### src/rtl/mw8080_pkg.sv
// Shared types and helpers for the mw8080 input path (paddle pot emulation).
package mw8080_pkg;

  localparam int PAD_W = 8;

  typedef enum logic [0:0] {PAD_IDLE, PAD_MOVE} pad_state_t;

  // Direction as -1/0/+1; pressing both controls cancels out.
  function automatic logic signed [1:0] dir_of(input logic left, input logic right,
                                               input logic inv);
    logic signed [1:0] d;
    d = 2'sd0;
    if (right && !left) begin
      d = inv ? -2'sd1 : 2'sd1;
    end else if (left && !right) begin
      d = inv ? 2'sd1 : -2'sd1;
    end
    return d;
  endfunction

endpackage

### src/rtl/paddle_pot_emu_if.sv
// Bundle between the input mapper / CPU port (master) and the paddle emulator (slave).
interface paddle_pot_emu_if;
  import mw8080_pkg::*;

  logic             btn_left;
  logic             btn_right;
  logic             recentre;
  logic             VSync;
  logic [PAD_W-1:0] Paddle;
  logic             upd_stb;
  logic             at_stop;

  modport master (
    output btn_left, btn_right, recentre, VSync,
    input  Paddle, upd_stb, at_stop
  );

  modport slave (
    input  btn_left, btn_right, recentre, VSync,
    output Paddle, upd_stb, at_stop
  );
endinterface

### src/rtl/sync_edge.sv
// N-bit 2-flop synchroniser; bit 0 also gets a registered single-cycle rising-edge pulse.
module sync_edge #(
  parameter int N = 1
) (
  input  logic         clk,
  input  logic         rst_n,
  input  logic [N-1:0] async_in,
  output logic [N-1:0] sync_out,
  output logic         rise
);

  logic [N-1:0] meta_reg;
  logic [N-1:0] sync_reg;
  logic         prev_reg;
  logic         rise_reg;

  always_ff @(posedge clk or negedge rst_n) begin
    if (!rst_n) begin
      meta_reg <= '0;
      sync_reg <= '0;
      prev_reg <= 1'b0;
      rise_reg <= 1'b0;
    end else begin
      meta_reg <= async_in;
      sync_reg <= meta_reg;
      prev_reg <= sync_reg[0];
      rise_reg <= sync_reg[0] & ~prev_reg;
    end
  end

  assign sync_out = sync_reg;
  assign rise     = rise_reg;

endmodule

### src/rtl/paddle_pot_emu.sv
// Digital left/right to analog paddle pot emulation: per-frame motion with speed ramp and end-stop clamp.
module paddle_pot_emu
  import mw8080_pkg::*;
#(
  parameter logic [7:0] POS_MIN      = 8'd16,
  parameter logic [7:0] POS_MAX      = 8'd239,
  parameter logic [7:0] POS_CENTRE   = 8'd128,
  parameter logic [2:0] STEP_MIN     = 3'd1,
  parameter logic [2:0] STEP_MAX     = 3'd6,
  parameter logic [3:0] ACCEL_FRAMES = 4'd4,
  parameter logic       INVERT       = 1'b0
) (
  input logic              Clk,
  input logic              Rst_n,
  paddle_pot_emu_if.slave  pad
);

  generate
    if (POS_MIN > POS_MAX || POS_CENTRE < POS_MIN || POS_CENTRE > POS_MAX) begin : g_bad_range
      $error("paddle_pot_emu: POS_MIN/POS_MAX/POS_CENTRE out of order");
    end
    if (ACCEL_FRAMES == 4'd0 || STEP_MIN > STEP_MAX) begin : g_bad_step
      $error("paddle_pot_emu: ACCEL_FRAMES must be >=1 and STEP_MIN <= STEP_MAX");
    end
  endgenerate

  logic [3:0] sync_vec;
  logic       tick;
  logic       unused_vsync_sync;

  sync_edge #(.N(4)) u_sync (
    .clk      (Clk),
    .rst_n    (Rst_n),
    .async_in ({pad.recentre, pad.btn_right, pad.btn_left, pad.VSync}),
    .sync_out (sync_vec),
    .rise     (tick)
  );

  assign unused_vsync_sync = sync_vec[0];

  pad_state_t        state_reg, state_next;
  logic [2:0]        step_reg, step_next;
  logic [3:0]        hold_reg, hold_next;
  logic signed [1:0] dir_reg;
  logic signed [1:0] dir_now;
  logic [7:0]        paddle_reg, paddle_next;
  logic              upd_reg;
  logic              stop_reg;
  logic              do_move;
  logic [9:0]        delta;
  logic [9:0]        sum;

  assign dir_now = dir_of(sync_vec[1], sync_vec[2], INVERT);

  always_comb begin
    state_next = state_reg;
    step_next  = step_reg;
    hold_next  = hold_reg;
    do_move    = 1'b0;
    if (sync_vec[3]) begin
      state_next = PAD_IDLE;
      step_next  = 3'd0;
      hold_next  = 4'd0;
    end else begin
      case (state_reg)
        PAD_IDLE: begin
          if (dir_now != 2'sd0) begin
            state_next = PAD_MOVE;
            step_next  = STEP_MIN;
            hold_next  = 4'd0;
            do_move    = 1'b1;
          end
        end
        default: begin
          if (dir_now == 2'sd0) begin
            state_next = PAD_IDLE;
            step_next  = 3'd0;
            hold_next  = 4'd0;
          end else if (dir_now != dir_reg) begin
            step_next = STEP_MIN;
            hold_next = 4'd0;
            do_move   = 1'b1;
          end else if (hold_reg == ACCEL_FRAMES - 4'd1) begin
            // hold counter has completed a full accel period: bump the step
            hold_next = 4'd0;
            step_next = (step_reg >= STEP_MAX) ? STEP_MAX : step_reg + 3'd1;
            do_move   = 1'b1;
          end else begin
            hold_next = hold_reg + 4'd1;
            do_move   = 1'b1;
          end
        end
      endcase
    end
  end

  // Signed move in 10 bits, then clamp into the end-stops.
  always_comb begin
    delta = dir_now[1] ? -{7'd0, step_next} : {7'd0, step_next};
    sum   = {2'b00, paddle_reg} + delta;
    paddle_next = paddle_reg;
    if (sync_vec[3]) begin
      paddle_next = POS_CENTRE;
    end else if (do_move) begin
      if ($signed(sum) < $signed({2'b00, POS_MIN})) begin
        paddle_next = POS_MIN;
      end else if ($signed(sum) > $signed({2'b00, POS_MAX})) begin
        paddle_next = POS_MAX;
      end else begin
        paddle_next = sum[7:0];
      end
    end
  end

  always_ff @(posedge Clk or negedge Rst_n) begin
    if (!Rst_n) begin
      state_reg  <= PAD_IDLE;
      step_reg   <= 3'd0;
      hold_reg   <= 4'd0;
      dir_reg    <= 2'sd0;
      paddle_reg <= POS_CENTRE;
      upd_reg    <= 1'b0;
      stop_reg   <= 1'b0;
    end else if (tick) begin
      state_reg  <= state_next;
      step_reg   <= step_next;
      hold_reg   <= hold_next;
      dir_reg    <= dir_now;
      paddle_reg <= paddle_next;
      upd_reg    <= (paddle_next != paddle_reg);
      stop_reg   <= (paddle_next == POS_MIN) || (paddle_next == POS_MAX);
    end else begin
      upd_reg <= 1'b0;
    end
  end

  assign pad.Paddle  = paddle_reg;
  assign pad.upd_stb = upd_reg;
  assign pad.at_stop = stop_reg;

endmodule
### src/flat_wrapper.sv
// flat-port wrapper written by rule: the top's interface ports become plain ports
module paddle_pot_emu_flat import mw8080_pkg::*;
#(
  parameter logic [7:0] POS_MIN      = 8'd16,
  parameter logic [7:0] POS_MAX      = 8'd239,
  parameter logic [7:0] POS_CENTRE   = 8'd128,
  parameter logic [2:0] STEP_MIN     = 3'd1,
  parameter logic [2:0] STEP_MAX     = 3'd6,
  parameter logic [3:0] ACCEL_FRAMES = 4'd4,
  parameter logic       INVERT       = 1'b0
)
  (Clk, Rst_n, pad_btn_left, pad_btn_right, pad_recentre, pad_VSync, pad_Paddle, pad_upd_stb, pad_at_stop);
  paddle_pot_emu_if pad_i ();
  input logic Clk;
  input logic Rst_n;
  input wire logic [$bits(pad_i.btn_left)-1:0] pad_btn_left;
  input wire logic [$bits(pad_i.btn_right)-1:0] pad_btn_right;
  input wire logic [$bits(pad_i.recentre)-1:0] pad_recentre;
  input wire logic [$bits(pad_i.VSync)-1:0] pad_VSync;
  output wire logic [$bits(pad_i.Paddle)-1:0] pad_Paddle;
  output wire logic [$bits(pad_i.upd_stb)-1:0] pad_upd_stb;
  output wire logic [$bits(pad_i.at_stop)-1:0] pad_at_stop;
  assign pad_i.btn_left = pad_btn_left;
  assign pad_i.btn_right = pad_btn_right;
  assign pad_i.recentre = pad_recentre;
  assign pad_i.VSync = pad_VSync;
  assign pad_Paddle = pad_i.Paddle;
  assign pad_upd_stb = pad_i.upd_stb;
  assign pad_at_stop = pad_i.at_stop;
  paddle_pot_emu #(.POS_MIN(POS_MIN), .POS_MAX(POS_MAX), .POS_CENTRE(POS_CENTRE), .STEP_MIN(STEP_MIN), .STEP_MAX(STEP_MAX), .ACCEL_FRAMES(ACCEL_FRAMES), .INVERT(INVERT)) u_core (.Clk(Clk), .Rst_n(Rst_n), .pad(pad_i));
endmodule
### config.mk
export PLATFORM = sky130hd
export DESIGN_NAME = paddle_pot_emu_flat
export DESIGN_NICKNAME = d
export VERILOG_FILES = /design/src/rtl/mw8080_pkg.sv /design/src/rtl/paddle_pot_emu_if.sv /design/src/rtl/sync_edge.sv /design/src/rtl/paddle_pot_emu.sv /design/src/flat_wrapper.sv
export SDC_FILE = /design/constraint.sdc
export NUM_CORES = 1
export LEC_CHECK = 0
export ABC_AREA = 0
export CAP_MARGIN = 20
export CELL_PAD_IN_SITES_DETAIL_PLACEMENT = 0
export CELL_PAD_IN_SITES_GLOBAL_PLACEMENT = 2
export CORE_MARGIN = 2
export CORE_UTILIZATION = 37
export CTS_CLUSTER_SIZE = 30
export DETAILED_ROUTE_END_ITERATION = 10
export GPL_TIMING_DRIVEN = 0
export PLACE_DENSITY = 0.78
export SLEW_MARGIN = 20
export SYNTH_ARGS = -nofsm -noshare
export SYNTH_HDL_FRONTEND = slang
export SYNTH_SLANG_ARGS = --single-unit
### constraint.sdc
create_clock -name Clk -period 5.7 [get_ports Clk]
set_input_delay 1.14 -clock Clk [delete_from_list [all_inputs] [get_ports Clk]]
set_output_delay 1.14 -clock Clk [all_outputs]
set_load 0.02 [all_outputs]
# Yosys cells after proc, flatten, opt, wreduce, memory -nomap -nowiden
# Index checks and enable logic that the tools add are counted.
dict set report totals {
  reg_bits 30
  latchBits 0
  ramBits 0
  romBits 0
  out_inout_bits 10
  n_memories 0
}
dict set report classes {
  add_sub_neg 4
  n_mul 0
  div_mod_pow 0
  magnitude_cmp 3
  eq_ne 5
  shift 0
  n_mux 25
  bitwise 2
  n_reduce_logical 9
}
# op n
set op_table {}
lappend op_table {{two-way mux 8 bit} 4}
lappend op_table {{two-way mux 4 bit} 6}
lappend op_table {{two-way mux 3 bit} 7}
lappend op_table {{adder 8 x 10 -> 10 bit} 1}
lappend op_table {{> comparator 10 x 9 -> 1 bit (second input constant)} 1}
lappend op_table {{< comparator 10 x 6 -> 1 bit (second input constant)} 1}
lappend op_table {{two-way mux 10 bit} 1}
lappend op_table {{negation 3 -> 10 bit} 1}
lappend op_table {{== test 8 x 5 -> 1 bit (second input constant)} 1}
lappend op_table {{== test 8 bit (second input constant)} 1}
lappend op_table {{!= test 8 bit} 1}
lappend op_table {{two-way mux 1 bit} 5}
lappend op_table {{adder 4 x 1 -> 4 bit (second input constant)} 1}
lappend op_table {{== test 4 x 2 -> 1 bit (second input constant)} 1}
lappend op_table {{two-way mux 2 bit} 2}
lappend op_table {{adder 3 x 1 -> 3 bit (second input constant)} 1}
lappend op_table {{>= comparator 3 bit (second input constant)} 1}
lappend op_table {{nonzero test 3 bit} 1}
lappend op_table {{logical AND 1 bit} 2}
lappend op_table {{logical NOT 1 bit} 2}
lappend op_table {{logical NOT 2 bit} 1}
lappend op_table {{!= test 2 bit} 1}
lappend op_table {{AND reduction 2 bit} 1}
lappend op_table {{nonzero test 2 bit} 1}
lappend op_table {{3 further kinds} 3}

# Longest topological paths before layout
dict set report depth {
  word_depth 19
  ltp_mapped 25
}

# Cells and area by module
# Synthesis repeated with hierarchy kept, for this count alone.
dict set report unflattened {
  hier_cells 249
  hier_area_um2 2332.2
}
# module instances cells_each area_per_inst_um2
set by_module_without_submodules {}
lappend by_module_without_submodules {paddle_pot_emu 1 238 2068.2}
lappend by_module_without_submodules {sync_edge 1 11 264.0}

# Worst setup path before layout
# OpenSTA, ideal clock, no wires.
dict set report synth_path {
  path_kind {reg-to-reg}
  start {register u_core.u_sync.sync_reg[1] (netlist: u_core.u_sync.sync_out[1])}
  end {register u_core.upd_reg (netlist: u_core.pad.upd_stb)}
  arrival_ps 4817
  required_time_ps 5571
  path_slack_ps 754
  path_stages_with_launch 23
  path_cell_list {dfrtp_1 ha_1 buf_6 xor2_1 nor3_4 a22oi_1 nor2_1 inv_1 ha_1 nand2_1 o21ai_0 fa_1 clkbuf_1 a21oi_1 o22ai_1 or4b_1 and3_1 clkbuf_1 a32o_1 nor3_1 mux2i_1 a21oi_1 o41a_1}
}
dict set report synth_via {
  elab_chain_len 18
}
# item line
set synth_rtl {}
lappend synth_rtl {{start: declaration} sync_edge.sv:13} ;# logic [N-1:0] sync_reg;
lappend synth_rtl {{start signal: assignment} sync_edge.sv:25} ;# sync_reg <= meta_reg;
lappend synth_rtl {{logical AND 1 bit or logical NOT 1 bit (tied branches)} {mw8080_pkg.sv:15, mw8080_pkg.sv:13}}
lappend synth_rtl {{two-way mux 2 bit or logical AND 1 bit (tied branches)} {mw8080_pkg.sv:15, mw8080_pkg.sv:13}}
lappend synth_rtl {{two-way mux 2 bit *} mw8080_pkg.sv:13} ;# if (right && !left) begin
lappend synth_rtl {{named net u_core.dir_now[1]} paddle_pot_emu.sv:45} ;# logic signed [1:0] dir_now;
lappend synth_rtl {{!= test 2 bit} paddle_pot_emu.sv:79} ;# end else if (dir_now != dir_reg) begin
lappend synth_rtl {{two-way mux 3 bit} paddle_pot_emu.sv:79}
lappend synth_rtl {{two-way mux 3 bit} paddle_pot_emu.sv:75} ;# if (dir_now == 2'sd0) begin
lappend synth_rtl {{two-way mux 3 bit} paddle_pot_emu.sv:65} ;# case (state_reg)
lappend synth_rtl {{[... 3 more ...]} -}
lappend synth_rtl {{adder 8 x 10 -> 10 bit} paddle_pot_emu.sv:100} ;# sum = {2'b00, paddle_reg} + delta;
lappend synth_rtl {{> comparator 10 x 9 -> 1 bit} paddle_pot_emu.sv:107} ;# end else if ($signed(sum) > $signed({2'b00, POS_MAX})) begin
lappend synth_rtl {{two-way mux 8 bit} paddle_pot_emu.sv:107}
lappend synth_rtl {{two-way mux 8 bit} paddle_pot_emu.sv:105} ;# if ($signed(sum) < $signed({2'b00, POS_MIN})) begin
lappend synth_rtl {{two-way mux 8 bit *} paddle_pot_emu.sv:104} ;# end else if (do_move) begin
lappend synth_rtl {{two-way mux 8 bit *} paddle_pot_emu.sv:102} ;# if (sync_vec[3]) begin
lappend synth_rtl {{!= test 8 bit *} paddle_pot_emu.sv:130} ;# upd_reg <= (paddle_next != paddle_reg);
lappend synth_rtl {{two-way mux 1 bit *} paddle_pot_emu.sv:124} ;# end else if (tick) begin
lappend synth_rtl {{end signal: assignment} paddle_pot_emu.sv:130}
lappend synth_rtl {{end: declaration} paddle_pot_emu.sv:47} ;# logic upd_reg;
# Mark *: on every way through the listed nets, which the timed path passes. The rest lies on a longest branch.
# A chain may end at the register's enable or synchronous reset.

# Worst setup path after layout
# Ends and elaborated chain as after synthesis.

==> impl_metrics.toml <==
[yosys]
synth-compound-area-share = 0.291
syn_area_mm2 = 0.00243
muxShareOfSynthArea = 0.0319
ys.flop_type = "dfrtp_1"
synth_edf_count = 0
avgSynthCellArea_um2 = 8.74
async_flop_share = 1.00
yosysSeqAreaShare = 0.309
synth_top_family_by_area = "compound AO/OA/AOI/OAI gates"
synth_top_area_frac = 0.299
yosysUniqueCellTypes = 71
syn-instance-count = 278
synth_simple_gate_area_share = 0.223
synth_nets = 299
synth_top_cell_by_area = "dfrtp_1"
synth_area_leaders = "dfrtp_1, ha_1, a21oi_1"
synthAdderAreaFrac = 0.0803
synth_xor_area_frac = 0.0108
synth_seq_cells = 30
ys.warnings.count = 0

[finish]
final_cell_mix = "nand2_1, dfrtp_1, a21oi_1, nor2_1"
regArea_um2 = 752
area_growth_pct = 14.9
nNetsFinal = 323
multiInputGateArea_mm2 = 0.00156
fin_cells = 380
antenna_cells = 0
drive_gt1_frac = 0.122
largest_reg_flops = 8
fillers = 643
final_core_util = 0.440

[power]
power_density_mw_per_mm2 = 255
p_switching_mw = 0.265
pwr-share-clk = 0.247
power_frac_seq = 0.365
power_mw = 0.713
p_leak_nw = 1.19
netSwitchingFraction = 0.372
ir_worst_vdd_mv = 0.192
p_int_mw = 0.447
power_frac_comb = 0.388

[sta]
setup_viol = 0
timing.final.ws_setup_ns = 0.241
finalCritPeriodShare = 0.958
period_minus_slack_ns = 5.46
relSlewSlack = 0.553
rsz0062_at_grt = "false"
skew_ns = 0.00334
worst_slew_pin_slew_ns = 0.670
clock.fmax_mhz = 183
hold_viol_final = 0
maxSlewViolCount = 0

[critical_path]
critical_path_class = "flop to flop"
rr_endpoint = "u_core.pad.upd_stb"
required_ns = 5.86
reg2reg_slack_ns = 0.24
reg2regPathDepth = 22
crit_arrival_ns = 5.62
setup.worst_path.start_class = "flop"
cp_max_fo = 10
r2r_start = "u_core.u_sync.sync_out[1]"
worst_setup_path_end_kind = "flop"

[die]
num_io_pins = 16
core_mm2 = 0.00635
die_area_mm2 = 0.00724
die_y_um = 85.1
rows = 29
dieWidth_um = 85.1
start_util = 0.383

[status]
status = "finished clean"

[cts]
cts_made_buffers = 5
cts.clk_slew.worst_paths_ns = 0.06
root_buffer = "clkbuf_8"
worstSkewPairLatency_ns = 0.28
clock_path_buffers = 2
cts_tree = "yes"
postCtsHoldBufs = 0
clock-sinks = 30
htree_num_levels = 2

[route]
final_antenna_net_count = 0
routedWlPerCell_um = 16.9
drt-pass1-iter-count = 4
vias = 2187
drc = 0
drt_iter0_markers = 132
routed_via_density = 5.76
wirelength_um = 6410

[global_routing]
grt_max_degree = 31
first_global_vias = 2158
use_met2 = 0.287
grt_overflow = 0
grt_pass1_wl_um = 10800
track_usage = 0.187
top_usage_layer = "met2"
met1_usage = 0.271
grtUsageMet3 = 0.0350
grt_antenna_before_repair = 0

[min_path]
whs_path_depth = 0
min_path_type = "flop to flop"
min_from = "u_core.u_sync.meta_reg[3]"
min_to = "u_core.u_sync.sync_out[3]"

[placed_design]
gp_congestion = 0.830
portBuffers = 15
post-place-cells = 370
place_hpwl_um = 4880
dpl_worst_slack_ns = -0.0402

[flow_run]
cap_violations = 0
-- power by group through the flow --
stage | sequential [mW] | clock (mW) | combinational (mW)
global placement | 0.264 | 0 | 0.278
CTS | 0.261 | 0.181 | 0.277
finish | 0.260 | 0.176 | 0.276
detailed placement | 0.265 | 0 | 0.275
floorplan | 0.267 | 0 | 0.187
global route | 0.264 | 0.192 | 0.309
-- worst max-delay path, stage by stage (launching register included) --
cell,delay (ns)
dfrtp_1,0.37
ha_1,0.20
buf_6,0.14
xor2_1,0.18
nor3_4,0.29
a22oi_1,0.13
nor2_2,0.21
inv_1,0.11
ha_1,0.21
ha_1,0.27
nand2_1,0.06
o21ai_0,0.18
ha_1,0.32
buf_2,0.17
a21oi_1,0.21
o22ai_1,0.15
or4b_1,0.49
and4_1,0.26
a21boi_0,0.27
nand3_2,0.20
o211ai_1,0.31
o311ai_1,0.15
o41a_1,0.43
-- timing repair --
| action | in CTS | in global routing |
|---|---|---|
| pin swaps | 0 | 1 |
| gates resized for setup | 1 | 3 |
| endpoints found under the setup margin | 1 | 3 |
| buffers inserted | 0 | 2 |
-- worst max path at each step --
| stage | from | endpoint | slack (ns) | cells after the start |
|---|---|---|---|---|
| final | u_core.u_sync.sync_out[1] | u_core.pad.upd_stb | 0.24 | 22 |
| after global routing | u_core.u_sync.sync_out[1] | u_core.pad.upd_stb | 0.02 | 22 |
| after detailed placement | u_core.u_sync.sync_out[1] | u_core.pad.upd_stb | -0.04 | 21 |
| after floorplan | u_core.u_sync.sync_out[1] | u_core.pad.upd_stb | 0.75 | 22 |
| after global placement | u_core.u_sync.sync_out[1] | u_core.pad.upd_stb | -0.03 | 21 |
| after CTS | u_core.u_sync.sync_out[1] | u_core.pad.upd_stb | 0.08 | 21 |
-- cell type report --
type	instances	share of cell area
inverters	15	0.0202
clock inverters	1	0.00179
clock buffers	7	0.0309
well taps	77	0.0345
flip-flops and latches	30	0.269
multi-input cells	220	0.560
repair buffers	17	0.0573
plain buffers	13	0.0264
-- logic make-up after synthesis --
family,Yosys count
compound gates,98
simple gates,97
flops,30
buf+inv,28
fa+ha+maj,15
mux,7
xor+xnor,3
-- synthesized netlist by cell type (2+ instances only) --
library cell  count
clkbuf_1          8
xor2_1            2
o21ai_0          14
o31a_1            3
nand4_1           3
mux2_2            6
and2_1            5
buf_6             3
inv_1            14
nand3_1           5
and3_1            4
a21oi_1          23
buf_2             2
nand2b_1          5
a32o_1            5
a22oi_1           2
or2_2             2
a211oi_1          2
o21a_1            5
o311ai_1          3
nor2_1           16
o31ai_1           3
o211ai_1          5
a211o_1           3
nand2_1          29
o41ai_1           2
a31oi_1           6
nor3_1            3
nor2b_1           6
dfrtp_1          29
ha_1             14
a21o_1            3
nor4_1            5
-- stage by stage --
step / cell area (µm²) / TNS, ns / hold WS (ns)
after floorplan: 2430 / 0 / 0.331
after global placement: 2680 / -0.0329 / 0.332
after detailed placement: 2670 / -0.0402 / 0.336
after CTS: 2770 / 0 / 0.351
after global routing: 2790 / 0 / 0.363
final: 2790 / 0 / 0.350
-- layer usage --
| layer | routed length, µm | vias to the layer above |
|---|---|---|
| met5 | 0 | - |
| met4 | 29 | 0 |
| met3 | 227 | 4 |
| met2 | 2840 | 33 |
| met1 | 3310 | 1047 |
| li1 | - | 1103 |
No activity file was read; power rests on OpenSTA's default activity.
